### src/rtl/bus_arbiter_if.sv
// External memory bus shared by the fetch and load/store paths.
// The arbiter drives the request side; the memory answers with data and ack.
interface bus_arbiter_if;
    logic        req;
    logic        we;
    logic [31:0] addr;
    logic [3:0]  sel;
    logic [31:0] wdata;
    logic [31:0] rdata;
    logic        ack;

    modport master (
        output req, we, addr, sel, wdata,
        input  rdata, ack
    );

    modport slave (
        input  req, we, addr, sel, wdata,
        output rdata, ack
    );
endinterface

### src/rtl/bus_arbiter.sv
// Two-master arbiter for the memory bus: MEM stage has priority over IF.
// Returned data is held per requester until its pipeline stage advances.
module bus_arbiter (
    input  logic        clk,
    input  logic        rst,
    input  logic [5:0]  stall,
    input  logic        flush,
    input  logic        if_ce_i,
    input  logic [31:0] if_addr_i,
    output logic [31:0] if_data_o,
    output logic        stallreq_if_o,
    input  logic        mem_ce_i,
    input  logic        mem_we_i,
    input  logic [31:0] mem_addr_i,
    input  logic [3:0]  mem_sel_i,
    input  logic [31:0] mem_wdata_i,
    output logic [31:0] mem_rdata_o,
    output logic        stallreq_mem_o,
    bus_arbiter_if.master bus
);

    typedef enum logic [1:0] {
        IDLE,
        M_BUSY,
        I_BUSY
    } state_t;

    state_t      state;
    state_t      state_nxt;
    logic        grant_mem;
    logic        grant_if;
    logic        done_mem;
    logic        done_if;
    logic        mem_vld;
    logic        if_vld;
    logic [31:0] mem_hold;
    logic [31:0] if_hold;

    assign mem_rdata_o = mem_hold;
    assign if_data_o   = if_hold;

    assign stallreq_mem_o = !rst && !flush && mem_ce_i && !mem_vld;
    assign stallreq_if_o  = !rst && !flush && if_ce_i && !if_vld;

    // Next-state logic: grant in IDLE, finish a cycle on ack, flush aborts
    always_comb begin
        state_nxt = state;
        grant_mem = 1'b0;
        grant_if  = 1'b0;
        done_mem  = 1'b0;
        done_if   = 1'b0;
        unique case (state)
            IDLE: begin
                if (!flush) begin
                    if (mem_ce_i && !mem_vld) begin
                        grant_mem = 1'b1;
                        state_nxt = M_BUSY;
                    end else if (if_ce_i && !if_vld) begin
                        grant_if  = 1'b1;
                        state_nxt = I_BUSY;
                    end
                end
            end
            M_BUSY: begin
                if (bus.ack && !flush) begin
                    done_mem  = 1'b1;
                    state_nxt = IDLE;
                end
            end
            I_BUSY: begin
                if (bus.ack && !flush) begin
                    done_if   = 1'b1;
                    state_nxt = IDLE;
                end
            end
            default: state_nxt = IDLE;
        endcase
        if (flush) begin
            state_nxt = IDLE;
        end
    end

    // State register
    always_ff @(posedge clk) begin
        if (rst) begin
            state <= IDLE;
        end else begin
            state <= state_nxt;
        end
    end

    // Registered bus outputs, held stable while a cycle waits for ack
    always_ff @(posedge clk) begin
        if (rst) begin
            bus.req   <= 1'b0;
            bus.we    <= 1'b0;
            bus.addr  <= 32'h0;
            bus.sel   <= 4'h0;
            bus.wdata <= 32'h0;
        end else if (flush) begin
            bus.req <= 1'b0;
        end else if (grant_mem) begin
            bus.req   <= 1'b1;
            bus.we    <= mem_we_i;
            bus.addr  <= mem_addr_i;
            bus.sel   <= mem_sel_i;
            bus.wdata <= mem_wdata_i;
        end else if (grant_if) begin
            bus.req   <= 1'b1;
            bus.we    <= 1'b0;
            bus.addr  <= if_addr_i;
            bus.sel   <= 4'hF;
            bus.wdata <= 32'h0;
        end else if (done_mem || done_if) begin
            bus.req <= 1'b0;
        end
    end

    // Per-requester hold data; a new result wins over a same-edge release
    always_ff @(posedge clk) begin
        if (rst) begin
            mem_vld  <= 1'b0;
            if_vld   <= 1'b0;
            mem_hold <= 32'h0;
            if_hold  <= 32'h0;
        end else if (flush) begin
            mem_vld <= 1'b0;
            if_vld  <= 1'b0;
        end else begin
            if (done_mem) begin
                mem_vld  <= 1'b1;
                mem_hold <= bus.rdata;
            end else if (!stall[4]) begin
                mem_vld <= 1'b0;
            end
            if (done_if) begin
                if_vld  <= 1'b1;
                if_hold <= bus.rdata;
            end else if (!stall[1]) begin
                if_vld <= 1'b0;
            end
        end
    end

endmodule
### src/flat_wrapper.sv
// flat-port wrapper written by rule: the top's interface ports become plain ports
module bus_arbiter_flat 
  (clk, rst, stall, flush, if_ce_i, if_addr_i, if_data_o, stallreq_if_o, mem_ce_i, mem_we_i, mem_addr_i, mem_sel_i, mem_wdata_i, mem_rdata_o, stallreq_mem_o, bus_req, bus_we, bus_addr, bus_sel, bus_wdata, bus_rdata, bus_ack);
  bus_arbiter_if bus_i ();
  input  logic clk;
  input  logic rst;
  input  logic [5:0] stall;
  input  logic flush;
  input  logic if_ce_i;
  input  logic [31:0] if_addr_i;
  output logic [31:0] if_data_o;
  output logic stallreq_if_o;
  input  logic mem_ce_i;
  input  logic mem_we_i;
  input  logic [31:0] mem_addr_i;
  input  logic [3:0] mem_sel_i;
  input  logic [31:0] mem_wdata_i;
  output logic [31:0] mem_rdata_o;
  output logic stallreq_mem_o;
  output wire logic [$bits(bus_i.req)-1:0] bus_req;
  output wire logic [$bits(bus_i.we)-1:0] bus_we;
  output wire logic [$bits(bus_i.addr)-1:0] bus_addr;
  output wire logic [$bits(bus_i.sel)-1:0] bus_sel;
  output wire logic [$bits(bus_i.wdata)-1:0] bus_wdata;
  input wire logic [$bits(bus_i.rdata)-1:0] bus_rdata;
  input wire logic [$bits(bus_i.ack)-1:0] bus_ack;
  assign bus_req = bus_i.req;
  assign bus_we = bus_i.we;
  assign bus_addr = bus_i.addr;
  assign bus_sel = bus_i.sel;
  assign bus_wdata = bus_i.wdata;
  assign bus_i.rdata = bus_rdata;
  assign bus_i.ack = bus_ack;
  bus_arbiter u_core (.clk(clk), .rst(rst), .stall(stall), .flush(flush), .if_ce_i(if_ce_i), .if_addr_i(if_addr_i), .if_data_o(if_data_o), .stallreq_if_o(stallreq_if_o), .mem_ce_i(mem_ce_i), .mem_we_i(mem_we_i), .mem_addr_i(mem_addr_i), .mem_sel_i(mem_sel_i), .mem_wdata_i(mem_wdata_i), .mem_rdata_o(mem_rdata_o), .stallreq_mem_o(stallreq_mem_o), .bus(bus_i));
endmodule
### config.mk
export PLATFORM = sky130hd
export DESIGN_NAME = bus_arbiter_flat
export DESIGN_NICKNAME = d
export VERILOG_FILES = /design/src/rtl/bus_arbiter_if.sv /design/src/rtl/bus_arbiter.sv /design/src/flat_wrapper.sv
export SDC_FILE = /design/constraint.sdc
export NUM_CORES = 1
export LEC_CHECK = 0
export BUFFER_PORTS_ARGS = -buffer_cell sky130_fd_sc_hd__buf_4
export CORE_MARGIN = 5
export CORE_UTILIZATION = 46
export DETAILED_ROUTE_END_ITERATION = 10
export GPL_ROUTABILITY_DRIVEN = 0
export PLACE_DENSITY = 0.92
export SETUP_SLACK_MARGIN = 0.15
export SLEW_MARGIN = 20
export SYNTH_ARGS = -nofsm -noshare
export SYNTH_HDL_FRONTEND = slang
export SYNTH_SLANG_ARGS = --single-unit
### constraint.sdc
create_clock -name clk -period 2.3 [get_ports clk]
set_clock_uncertainty 0.05 [all_clocks]
set_input_delay 0.46 -clock clk [delete_from_list [all_inputs] [get_ports clk]]
set_output_delay 0.46 -clock clk [all_outputs]
set_load 0.1 [all_outputs]
==> impl_metrics.yaml, run 1 <==
job:
  max_cap_viol_count: 0
floorplan:
  floorplan.initialDensity_pct: 47.14
  die_h_um: 121.2
  die-area_sq_um: 14680
  ios: 281
  core-area_sq_um: 12060
  die_x_um: 121.2
  rows: 40
power:
  peakVddDrop_mv: 0.3575
  power.switching_uw: 2092
  comb_power_share_pct: 21.1
  switching_share_pct: 29.97
  pwr-share-clk_pct: 42.4
  powerDensity_nw_per_um2: 826.2
  leakagePower_uw: 0.003758
  power_frac_seq_pct: 36.5
  internal_power_uw: 4888
logic_synthesis:
  ys.flop_type: "dfxtp_1"
  ys_ff_latch: 138
  synth_area_leaders: "dfxtp_1 49%, nand2_1 11%, o211ai_2 6.6%, a21oi_1 6.3%, a32o_1 5.8%"
  yosys.area.top_type: "dfxtp_1"
  syn_area_per_cell_sq_um: 9.111
  seq_area_frac_synth_pct: 48.59
  syn_nets: 772
  syn_area_sq_um: 5685
  post_synth_inst_count: 624
  synth_cell_types: 32
  async_flop_share_pct: 0
  synth_top_area_share_pct: 48.59
  synth_edf_count: 0
  ys_warn_count: 0
global_routing:
  grt_pass1_wl_mm: 26.02
  globalRouteOverflowTotal: 0
  antenna_found_initial: 0
  grt_pass1_vias: 5241
  grt_max_degree: 74
  globalRouteTotalUtil_pct: 22.00
sta:
  max-slew-margin-rel_pct: 50.46
  fin_worst_hold_slack_ns: 0.2190
  finalCritPeriodShare_pct: 82.80
  hold_viol_final: 0
  fmax_mhz: 525.1
  finalSetupViolCount: 0
  finalMaxSlewViolations: 0
  worst_slew_pin_slew_ns: 0.7431
  rsz0062_at_grt: "false"
  fin_crit_ns: 1.904
cells_and_area:
  nets: 1025
  antennaDiodeCount: 0
  final_layout_size_suffix_gt1_share_pct: 40.09
  final_area_sq_um: 8448
  syn2layout_area_growth_pct: 48.59
setup_path:
  crit_required_ns: 2.53
  critPathLaunchType: "register"
  endpoint_kind: "register"
  setup.worst_path.class: "reg -> reg"
  cp.arrival_ns: 2.14
  worstPathMaxFanout: 38
drt:
  dr.pass1.iters: 5
  drt-initial-drc-count: 393
  wl_per_cell_um: 16.14
  vias: 5517
  drc: 0
  drt-total-wl_mm: 17.04
  detail-route-antenna-nets: 0
  viasPerCell: 5.224
clock_tree:
  path_clk_slew_ns: 0.06
  htree_levels: 4
  cts_buffers: 17
  cts_tree: "built"
  cts_setup_buffers: 0
  insertion_delay_ns: 0.39
  numClockSinks: 138
  cts_hold_buf: 0
  ctsResizeCount: 0
  cts_root_buf: "clkbuf_16"
  max-clock-path-buffers: 2
min_path:
  worstHoldPathType: "in -> reg"
placed_design:
  portBuffers: 276
  placed_area_sq_um: 7801
  hpwlAfterDp_mm: 12.35
run_status:
  outcome: "complete, no violations"
==> critical path, cell delays in order (launching register included) <==
cell	delay, ns
dfxtp_1	0.31
inv_1	0.11
ha_1	0.28
nand2b_4	0.08
buf_4	0.20
a21o_1	0.18
buf_4	0.25
a32o_1	0.31
==> metrics by stage <==
step                      util (%)  setup TNS (ns)  cells  setup WS, ns  power (uW)
after floorplan                  -        -0.08830    624      -0.04415        3646
after global placement       64.55               0   1025        0.2205        4054
after detailed placement     64.68               0   1026        0.2071        4073
after CTS                    70.04               0   1056        0.3873        7032
after global routing         70.04               0   1056        0.2926        7233
final                        70.04               0   1056        0.3956        6980
==> registers in the layout, summed over array words and instances (netlist names) <==
name	count
u_core.if_data_o	32
u_core.bus.req	1
u_core.mem_rdata_o	32
u_core.if_vld	1
u_core.bus.we	1
u_core.bus.wdata	32
u_core.state	2
u_core.bus.addr	32
u_core.bus.sel	4
u_core.mem_vld	1
==> power by group through the flow <==
stage,logic [uW],clock network [uW],registers (uW)
2_1_floorplan,359,0,3290
3_3_place_gp,1460,0,2590
3_5_place_dp,1480,0,2590
4_1_cts,1480,3000,2540
5_1_grt,1540,3140,2560
6_report,1480,2960,2550
==> path summary, 6_finish.rpt <==
check | from | endpoint | slack, ns | cells past startpoint
setup reg to reg | u_core.state[1]$_SDFFE_PP0P_ | u_core.bus.wdata[3]$_SDFFE_PP0P_ | 0.40 | 7
hold reg to reg | u_core.bus.sel[1]$_SDFFE_PP0P_ | u_core.bus.sel[1]$_SDFFE_PP0P_ | 0.39 | 2
hold / removal | mem_wdata_i[29] | u_core.bus.wdata[29]$_SDFFE_PP0P_ | 0.22 | 2
setup / recovery | u_core.state[1]$_SDFFE_PP0P_ | u_core.bus.wdata[3]$_SDFFE_PP0P_ | 0.40 | 7
==> layout make-up <==
class | count | area (sq um)
Timing Repair Buffer | 289 | 2177
Sequential cell | 138 | 2763
Clock inverter | 11 | 193.9
Fill cell | 880 | 3613
Multi-Input combinational cell | 423 | 2621
Tap cell | 168 | 210.2
Clock buffer | 19 | 452.9
Inverter | 8 | 30.03
==> synth_stat cells (2+ instances only) <==
cell type / count
buf_4: 2
inv_1: 7
dfxtp_1: 138
buf_1: 6
clkbuf_1: 26
nand3_1: 32
a21o_1: 2
ha_1: 3
buf_2: 14
nor2b_1: 32
mux2i_1: 32
a32o_1: 33
o211ai_1: 2
nand2b_1: 3
nor2_1: 3
o31ai_1: 4
buf_6: 7
a22oi_1: 2
and3b_1: 2
a21oi_1: 71
o211ai_2: 30
nand3b_1: 2
nand2_1: 162
==> cells in the final DEF, fill, tap and decap left out, types with 3 or more instances in the layout <==
cell type	synthesis	layout
buf_4	2	288
nor2b_1	32	32
dfxtp_1	138	138
ha_1	3	3
o211ai_2	30	30
a21oi_1	71	71
bufinv_16	0	5
a32o_1	33	33
nand2_1	162	162
inv_1	7	7
o31ai_1	4	4
clkbuf_16	0	17
nand3_1	32	32
mux2i_1	32	32
==> routing by layer <==
metal	share of wire, %	track usage (%)
met1	38	25.27
met2	51	38.56
met3	9.4	7.226
met4	2.1	7.143
met5	0	0
==> cells by family (layout without fill, tap and decap cells) <==
| family | after synthesis | after routing | synth area share [%] |
|---|---|---|---|
| simple gates | 239 | 239 | 18.77 |
| compound gates | 149 | 149 | 20.82 |
| flops | 138 | 138 | 48.59 |
| buf+inv | 63 | 327 | 5.524 |
| mux | 32 | 32 | 5.634 |
| fa+ha+maj | 3 | 3 | 0.6603 |
Power figures use the tool's default switching activity.
==> run 2: changes to the inputs <==
--- a/config.mk
+++ b/config.mk
@@ -5,12 +5,13 @@
 export SDC_FILE = /design/constraint.sdc
 export NUM_CORES = 1
 export LEC_CHECK = 0
+export ABC_AREA = 1
 export BUFFER_PORTS_ARGS = -buffer_cell sky130_fd_sc_hd__buf_4
 export CORE_MARGIN = 5
-export CORE_UTILIZATION = 46
+export CORE_UTILIZATION = 41
 export DETAILED_ROUTE_END_ITERATION = 10
 export GPL_ROUTABILITY_DRIVEN = 0
-export PLACE_DENSITY = 0.92
+export PLACE_DENSITY = 0.88
 export SETUP_SLACK_MARGIN = 0.15
 export SLEW_MARGIN = 20
 export SYNTH_ARGS = -nofsm -noshare
==> constraint.sdc (replaced) <==
create_clock -name clk -period 1.6 [get_ports clk]
set_clock_uncertainty 0.05 [all_clocks]
set_input_delay 0.32 -clock clk [delete_from_list [all_inputs] [get_ports clk]]
set_output_delay 0.32 -clock clk [all_outputs]
set_load 0.1 [all_outputs]
==> run 2 against run 1 <==
Final cell count up 18%; routed wire length is 80% higher; sequential share of layout area is 9.0 points lower; area after synthesis fell by 3.6%; total power rose by 72%; the run now ends with negative setup slack left; die area grew 7.5%; largest cell class is now buffers.
==> impl_metrics.yaml, run 2 <==
run_status:
  outcome: "finished, violations left"
  violations: "negative setup slack"
global_routing:
  antenna_found_initial: 0
  globalRouteTotalUtil_pct: 29.03
  globalRouteOverflowTotal: 0
  grt_pass1_vias: 6570
  grt_max_degree: 55
  grt_pass1_wl_mm: 35.71
sta:
  hold_viol_final: 0
  finalMaxSlewViolations: 0
  finalSetupViolCount: 67
  fmax_mhz: 572.6
  finalCritPeriodShare_pct: 109.2
  setup_slack_ns: -0.1465
  fin_crit_ns: 1.747
  fin_worst_hold_slack_ns: 0.09529
  setup_tns_ns: -4.359
  worst_slew_pin_slew_ns: 0.6554
  max-slew-margin-rel_pct: 56.31
  rsz0062_at_grt: "true"
clock_tree:
  cts_tree: "built"
  htree_levels: 4
  cts_hold_buf: 0
  insertion_delay_ns: 0.43
  cts_root_buf: "clkbuf_16"
  path_clk_slew_ns: 0.06
  max-clock-path-buffers: 2
  cts_buffers: 17
  numClockSinks: 138
logic_synthesis:
  synth_common_cells: "149 x nand2_1, 138 x dfxtp_1, 134 x a21oi_1"
  synth_area_leaders: "dfxtp_1 50%, a21oi_1 12%, nand2_1 10%, inv_1 7.6%, o21ai_0 6.1%"
  seq_area_frac_synth_pct: 50.40
  synth_cell_types: 20
  ys.flop_type: "dfxtp_1"
  yosys.area.top_type: "dfxtp_1"
  ys_warn_count: 0
  ys_ff_latch: 138
  async_flop_share_pct: 0
  synth_edf_count: 0
  syn_nets: 881
  syn_area_per_cell_sq_um: 7.478
  post_synth_inst_count: 733
  synth_top_area_share_pct: 50.40
  synth.most_common_cell: "nand2_1"
  syn_area_sq_um: 5482
placed_design:
  portBuffers: 276
  place_inst: 1157
  hpwlAfterDp_mm: 12.26
drt:
  detail-route-antenna-nets: 0
  wl_per_cell_um: 24.51
  drc: 0
  drt-initial-drc-count: 464
  vias: 7053
  dr.pass1.iters: 5
  viasPerCell: 5.647
  drt-total-wl_mm: 30.61
cells_and_area:
  layout_common_cells: "202 x buf_4, 117 x dfxtp_1, 105 x inv_1, 81 x a21oi_2, 75 x buf_6"
  n_fill_cell: 528
  instances_no_fill: 1249
  multi_input_area_sq_um: 3530
  syn2layout_area_growth_pct: 114.4
  nets: 1208
  layout_commonest_cell: "buf_4"
  final_layout_size_suffix_gt1_share_pct: 64.27
  final_core_util_pct: 89.10
  ff_latch_area_sq_um: 2789
power:
  leakagePower_uw: 0.005049
  switching_share_pct: 34.59
  comb_power_share_pct: 30.9
  powerDensity_nw_per_um2: 1020
  power_frac_seq_pct: 31.6
  p_total_uw: 11990
  peakVddDrop_mv: 0.8548
  power.switching_uw: 4148
  internal_power_uw: 7844
  pwr-share-clk_pct: 37.5
floorplan:
  ios: 281
  rows: 42
  die-area_sq_um: 15780
  floorplan.initialDensity_pct: 41.56
  die_x_um: 125.6
  die_h_um: 125.6
  core-area_sq_um: 13190
job:
  max_cap_viol_count: 0
setup_path:
  setup.worst_path.class: "reg -> reg"
  cp.arrival_ns: 1.97
  crit_required_ns: 1.83
  worstPathMaxFanout: 8
  critPathLaunchType: "register"
  endpoint_kind: "register"
min_path:
  worstHoldPathType: "in -> reg"
run 2: area by class of cell:
cell class | count | area share (%)
clock inverter | 10 | 1.608
inverter | 115 | 3.822
tap | 176 | 1.874
antenna | 1 | 0.02129
sequential | 138 | 23.73
multi-input combinational | 432 | 30.03
timing repair buffer | 356 | 34.91
clock buffer | 21 | 4.003
run 2: power by group through the flow:
stage / clock network (uW) / logic (uW) / registers (uW)
floorplan: 0 / 539 / 4950
global placement: 0 / 2410 / 3760
detailed placement: 0 / 2430 / 3770
CTS: 4400 / 3080 / 3720
global route: 4650 / 3800 / 3790
finish: 4500 / 3710 / 3780
run 2: layer usage:
| layer | vias to the layer above | GRT usage (%) | routed length (um) |
|---|---|---|---|
| met5 | - | 0 | 0 |
| met4 | 0 | 17.98 | 2269 |
| met3 | 180 | 7.536 | 2274 |
| met2 | 507 | 49.47 | 15380 |
| met1 | 3372 | 32.34 | 10680 |
| li1 | 2994 | - | - |
run 2: worst max-delay path: stages (launching register included):
cell and delay [ns]:
dfxtp_2 0.33, inv_2 0.08, ha_4 0.16, inv_4 0.04
nor2_4 0.11, buf_6 0.14, nand2_8 0.08, buf_12 0.16
buf_12 0.12, buf_16 0.15, nand2_4 0.08, a21oi_1 0.06
run 2: worst paths after layout:
path	start	end	slack, ns	cells after the start
min	mem_wdata_i[28]	u_core.bus.wdata[28]$_SDFFE_PP0P_	0.1	3
min reg2reg	u_core.if_data_o[4]$_SDFFE_PP0P_	u_core.if_data_o[4]$_SDFFE_PP0P_	0.40	2
max	u_core.state[0]$_SDFFE_PP0P_	u_core.bus.wdata[14]$_SDFFE_PP0P_	-0.15	11
max reg2reg	u_core.state[0]$_SDFFE_PP0P_	u_core.bus.wdata[14]$_SDFFE_PP0P_	-0.15	11
run 2: logic make-up after synthesis:
logic type / count (synthesis) / share of synthesized area (%)
fa+ha+maj: 3 / 0.6848
flops: 138 / 50.40
compound gates: 203 / 18.53
simple gates: 226 / 17.69
buf+inv: 163 / 12.69
run 2: timing repair:
| action | 4_1_cts | 5_1_grt |
|---|---|---|
| gates cloned | 23 | 8 |
| buffers inserted | 23 | 6 |
| gates resized for setup | 238 | 406 |
| pin swaps | 78 | 86 |
| setup endpoints to repair | 97 | 211 |
run 2: stage by stage:
step                      instance area, sq um  worst slack [ns]
after floorplan                           5517            0.1179
after global placement                    7787           0.08822
after detailed placement                  7787           0.03741
after CTS                                10080          -0.03987
after global routing                     11750           -0.1485
final                                    11750           -0.1465
